===== config.mk =====
export PLATFORM = sky130hd
export DESIGN_NAME = dmem_access_ctrl
export DESIGN_NICKNAME = d
export VERILOG_FILES = /design/src/rtl/dmem_access_ctrl.sv
export SDC_FILE = /design/constraint.sdc
export NUM_CORES = 1
export LEC_CHECK = 0
export BUFFER_PORTS_ARGS = -buffer_cell sky130_fd_sc_hd__buf_4
export CORE_MARGIN = 4
export CORE_UTILIZATION = 43
export CTS_BUF_LIST = sky130_fd_sc_hd__clkbuf_16
export CTS_CLUSTER_SIZE = 12
export DETAILED_ROUTE_END_ITERATION = 10
export PLACE_DENSITY_LB_ADDON = 0.1
export SYNTH_ARGS = -nofsm -noshare
export SYNTH_HDL_FRONTEND = slang
export SYNTH_SLANG_ARGS = --single-unit

===== constraint.sdc =====
create_clock -name clk -period 1.8 [get_ports clk]
set_clock_uncertainty 0.2 [all_clocks]
set_input_delay 0.54 -clock clk [delete_from_list [all_inputs] [get_ports clk]]
set_output_delay 0.54 -clock clk [all_outputs]
set_load 0.05 [all_outputs]

===== src/rtl/dmem_access_ctrl.sv =====
// Load/store sequencer between the MEM stage and a variable-latency word-wide data memory.
// Checks alignment, drives a req/ack transaction, and returns extended load data.
module dmem_access_ctrl (
  input  logic        clk,
  input  logic        rst,
  input  logic        req_valid,
  input  logic        req_we,
  input  logic [2:0]  req_ctl,
  input  logic [31:0] req_addr,
  input  logic [31:0] req_wdata,
  output logic        stall,
  output logic        done,
  output logic        align_err,
  output logic [31:0] rdata,
  output logic        mem_req,
  output logic        mem_we,
  output logic [3:0]  mem_be,
  output logic [29:0] mem_addr,
  output logic [31:0] mem_wdata,
  input  logic        mem_ack,
  input  logic [31:0] mem_rdata
);

  localparam int unsigned DATA_W  = 32;
  localparam int unsigned WADDR_W = 30;
  localparam int unsigned BE_W    = 4;

  typedef enum logic [1:0] {IDLE, ACCESS, DONE, ERR} state_t;

  state_t              state_q;
  logic [2:0]          ctl_q;
  logic [1:0]          off_q;

  logic                req_illegal;
  logic [BE_W-1:0]     req_be;
  logic [DATA_W-1:0]   req_wdata_rep;
  logic [7:0]          lane_byte;
  logic [15:0]         lane_half;
  logic [DATA_W-1:0]   load_ext;

  assign stall = ((state_q == IDLE) && req_valid) || (state_q == ACCESS);

  // Request decode: legality, byte enables and lane-replicated store data.
  always_comb begin
    req_illegal   = 1'b0;
    req_be        = '0;
    req_wdata_rep = req_wdata;
    case (req_ctl)
      3'd0, 3'd1: begin
        req_be        = BE_W'(4'b0001 << req_addr[1:0]);
        req_wdata_rep = {4{req_wdata[7:0]}};
      end
      3'd2, 3'd3: begin
        req_illegal   = req_addr[0];
        req_be        = req_addr[1] ? 4'b1100 : 4'b0011;
        req_wdata_rep = {2{req_wdata[15:0]}};
      end
      3'd4: begin
        req_illegal   = |req_addr[1:0];
        req_be        = 4'b1111;
      end
      default: req_illegal = 1'b1;
    endcase
  end

  // Load lane selection and sign/zero extension from the latched size code.
  always_comb begin
    lane_byte = mem_rdata[{off_q, 3'b000} +: 8];
    lane_half = off_q[1] ? mem_rdata[31:16] : mem_rdata[15:0];
    case (ctl_q)
      3'd0:    load_ext = {{24{lane_byte[7]}}, lane_byte};
      3'd1:    load_ext = {24'd0, lane_byte};
      3'd2:    load_ext = {{16{lane_half[15]}}, lane_half};
      3'd3:    load_ext = {16'd0, lane_half};
      default: load_ext = mem_rdata;
    endcase
  end

  always_ff @(posedge clk) begin
    if (rst) begin
      state_q   <= IDLE;
      ctl_q     <= '0;
      off_q     <= '0;
      done      <= 1'b0;
      align_err <= 1'b0;
      rdata     <= '0;
      mem_req   <= 1'b0;
      mem_we    <= 1'b0;
      mem_be    <= '0;
      mem_addr  <= '0;
      mem_wdata <= '0;
    end else begin
      done      <= 1'b0;
      align_err <= 1'b0;
      case (state_q)
        IDLE: begin
          if (req_valid) begin
            ctl_q <= req_ctl;
            off_q <= req_addr[1:0];
            if (req_illegal) begin
              align_err <= 1'b1;
              state_q   <= ERR;
            end else begin
              mem_req   <= 1'b1;
              mem_we    <= req_we;
              mem_be    <= req_be;
              mem_addr  <= WADDR_W'(req_addr[31:2]);
              mem_wdata <= req_wdata_rep;
              state_q   <= ACCESS;
            end
          end
        end
        ACCESS: begin
          if (mem_ack) begin
            mem_req <= 1'b0;
            done    <= 1'b1;
            if (!mem_we) rdata <= load_ext;
            state_q <= DONE;
          end
        end
        DONE:    state_q <= IDLE;
        ERR:     state_q <= IDLE;
        default: state_q <= IDLE;
      endcase
    end
  end

endmodule


==> results.txt <==
----------------------------------------------------
[Outcome]
  Run status ... finished, final reports clean

[Synthesis]
  Post-synth design cell area ... 4850 um2
  Cell taking the most area after synthesis ... sky130_fd_sc_hd__dfxtp_1
  Synth cell count leaders ... sky130_fd_sc_hd__nand2_1, sky130_fd_sc_hd__dfxtp_1, sky130_fd_sc_hd__nor2_1
  Mean Syn Cell Area ... 8.262 um2
  Count leader, synth ... sky130_fd_sc_hd__nand2_1
  Proportion of synthesized chip area in sequential cells ... roughly 45%
  Syn_nets ... about 700
  Yosys warns ... 0
  Seq cells post-synth ... approximately 110
  Largest cells by area after synthesis ... sky130_fd_sc_hd__dfxtp_1, sky130_fd_sc_hd__nand2_1, sky130_fd_sc_hd__a21oi_1
  Post-synth top area share ... roughly 45%
  Main flop type after synthesis ... sky130_fd_sc_hd__dfxtp_1
  Ys async rst share ... 0%
  Number of enable flip-flop cells after synthesis ... 0
  Number of cells produced by synthesis ... 587
  Yosys cell types ... 32

[Timing]
  Max transition margin ... 69.11%
  Final sum of negative setup slack ... 0 ns
  Slew at the pin closest to its max-slew limit ... ~0.46 ns
  Worst hold slack across all endpoints ... 0.2410 ns
  Share of the clock period used by the worst path after layout ... between 90% and 100%
  Finish-stage setup viols ... 0
  Max frequency ... 0.5653 GHz
  Min cycle time layout ... ~1.8 ns
  Max Transition Viols Final ... 0
  Hold Violations, Final ... 0
  Unrepaired setup endpoints after global routing ... true
  Final setup slack of the worst path ... 0.03097 ns

[Layout]
  Ant. Diodes ... 0
  Layout cells sized above 1 ... around two fifths
  Filler cell count in the final layout ... 921
  Layout area overhead ... 51.55%
  Final standard cell utilization of the core ... between 60 and 70%
  Layout Cells excl Fill ... 945
  Net count, final ... 905
  Cell area after layout ... roughly 7300 um2

[Clock tree]
  Total CTS buffers ... 9
  CTS Hold Bufs ... 0
  Clock Tree Buf Depth ... 2
  Clock edge transition at the registers on the reported setup and hold paths ... about 0.070 ns
  Clock sink total ... between 100 and 150
  H-tree depth reported by CTS ... 3
  TritonCTS clock tree ... built
  Latest clock arrival within the worst-skew pair ... 0.34 ns
  Clock tree root driver cell ... sky130_fd_sc_hd__clkbuf_16

[Worst setup path]
  Critical Path Slowest Stage Cell ... sky130_fd_sc_hd__dfxtp_4
  Crit-path max cell delay ... between 0.3 and 0.4 ns
  Critical Path Sink Type ... primary output
  Start point of the critical path ... state_q[0]
  Arrival time at the worst endpoint ... about 1.0 ns
  Most prevalent standard cell on the critical path ... sky130_fd_sc_hd__nor2_4
  Number of buffer and inverter stages on the critical path ... 1
  Worst setup SP type ... flop
  WP data required ... 1.06 ns
  Critical register-to-register path startpoint ... off_q[1]
  Kind of critical path ... reg2out
  Delay-heaviest family, CP ... flip-flops
  CP cell instances ... nor2_4 -> nor2_4 -> buf_8
  Worst-path fanout max ... 5

[Global routing]
  Global route overflow ... 0
  Via count of the first global-routing pass ... ~5000
  Pin count of the biggest net entering global routing ... 51
  All-layer global routing usage ... 22.51%
  First-pass GRT wire length ... 23740 um
  Number of antenna violations at the first check in global routing ... 0

[Place]
  Cell area after placement ... about 6800 um2
  PortBufs ... 206
  RD Place Congestion ... slightly above 0.8
  DP Wirelength ... about 11000 um
  Cell total after placement ... 927
  Post-placement setup slack ... -0.2592 ns

[Floorplan]
  Overall die width ... roughly 110 um
  Core area ... 10940 um2
  Initial standard-cell utilization of the core ... between 40 and 50%
  Cell Rows ... 38
  Top Ports ... about 210
  DIE AREA ... about 13000 um2
  Vertical extent of the die ... between 100 and 150 um

[Route]
  Drc violations ... 0
  Detailed-routing wirelength on met1 ... between 6000 and 7000 um
  Initial DRT Pass Iterations ... 6
  Metal2 WL ... roughly 7700 um
  Average vias per placed instance ... 5.306
  Number of DRC violations after detailed-routing iteration 0 ... ~380
  Met3 Routed Length ... 1392 um
  Wire length per cell ... roughly 16 um
  Highest metal layer used by the detailed router ... met4
  Remaining antenna violation count ... 0
  Total length of routed wires ... 15520 um
  Total number of vias ... about 5000

[Min path]
  Source of the worst hold timing path ... req_addr[30]
  Tightest Hold Check Type ... in2reg

[Power]
  Power, Total ... between 6 and 7 mW
  Total power per unit cell area ... around 890 nW/um2
  Worst voltage drop across the vdd grid ... ~0.46 mV
  Static Leakage ... 3.092 nW

[Flow run]
  # Max-Cap Violations ... 0

----------------------------------------------------
[placed cells by master (no fill, tap or decap), types with 3 or more instances in the layout]
| cell type | instances |
|---|---|
| sky130_fd_sc_hd__nor3_1 | 7 |
| sky130_fd_sc_hd__a311oi_2 | 8 |
| sky130_fd_sc_hd__a22oi_1 | 7 |
| sky130_fd_sc_hd__a21o_1 | 7 |
| sky130_fd_sc_hd__nor2b_1 | 6 |
| sky130_fd_sc_hd__mux2_2 | 9 |
| sky130_fd_sc_hd__buf_4 | 233 |
| sky130_fd_sc_hd__nand3b_1 | 7 |
| sky130_fd_sc_hd__dfxtp_2 | 5 |
| sky130_fd_sc_hd__a211oi_1 | 16 |
| sky130_fd_sc_hd__mux2i_1 | 23 |
| sky130_fd_sc_hd__a21oi_1 | 57 |
| sky130_fd_sc_hd__nor2_1 | 62 |
| sky130_fd_sc_hd__o21ai_0 | 17 |
| sky130_fd_sc_hd__dfxtp_1 | 103 |
| sky130_fd_sc_hd__clkbuf_16 | 11 |
| sky130_fd_sc_hd__a311oi_1 | 14 |
| sky130_fd_sc_hd__buf_12 | 12 |
| sky130_fd_sc_hd__buf_6 | 5 |
| sky130_fd_sc_hd__bufinv_16 | 3 |
| sky130_fd_sc_hd__nand2_1 | 142 |
| sky130_fd_sc_hd__nand2b_1 | 9 |
| sky130_fd_sc_hd__a211oi_2 | 14 |
[worst register-to-register path: cells and delay by family, from the launching register on]
family         cells  cell delay [ns]
AO/OA/AOI/OAI      2             0.67
multiplexers       2             0.45
flip-flops         1             0.36
[area by class of cell]
class	count	area (um2)	area share, %
clock buffer	9	225.2	3.064
tap	140	175.2	2.383
sequential	109	2192	29.83
multi-input combinational	426	2536	34.51
timing repair buffer	253	2111	28.72
clock inverter	6	102.6	1.396
inverter	2	7.507	0.1021
[cells by family (layout without fill, tap and decap cells)]
logic type | after synthesis | after routing | synth area share [%]
compound gates | 145 | 145 | 21.00
buf+inv | 52 | 270 | 5.366
flops | 109 | 109 | 44.99
mux | 34 | 34 | 7.250
simple gates | 247 | 247 | 21.39
[path summary, 6_finish.rpt]
kind / endpoint / slack, ns / depth (start not counted)
setup reg to reg: rdata[14] / 0.04 / 4
setup / recovery: stall / 0.03 / 3
hold / removal: mem_addr[28] / 0.24 / 3
hold reg to reg: mem_wdata[27] / 0.25 / 2
[timing repair]
| item | in CTS | in global routing |
|---|---|---|
| cloned | 0 | 2 |
| pin swaps | 1 | 4 |
| setup endpoints to repair | 8 | 33 |
| setup buffers | 1 | 1 |
| resized for setup | 10 | 24 |
| hold endpoints to repair | 0 | 0 |
[sequential cells by signal (all words and copies together) (netlist names)]
signal and count:
mem_req 1, align_err 1, done 1, ctl_q 3, mem_addr 30, mem_wdata 32
off_q 2, mem_we 1, mem_be 4, rdata 32, state_q 2
[metal layers]
layer	up-vias	GRT usage, %
met5	-	0
met4	0	7.522
met2	208	38.29
li1	2440	-
met3	16	6.712
met1	2350	27.17
[power by group]
part	switching (mW)	internal, mW
clock network	0.873	1.34
logic	1.03	0.683
registers	0.0919	2.56
total	1.99	4.58
No activity file was read; power rests on OpenSTA's default activity.
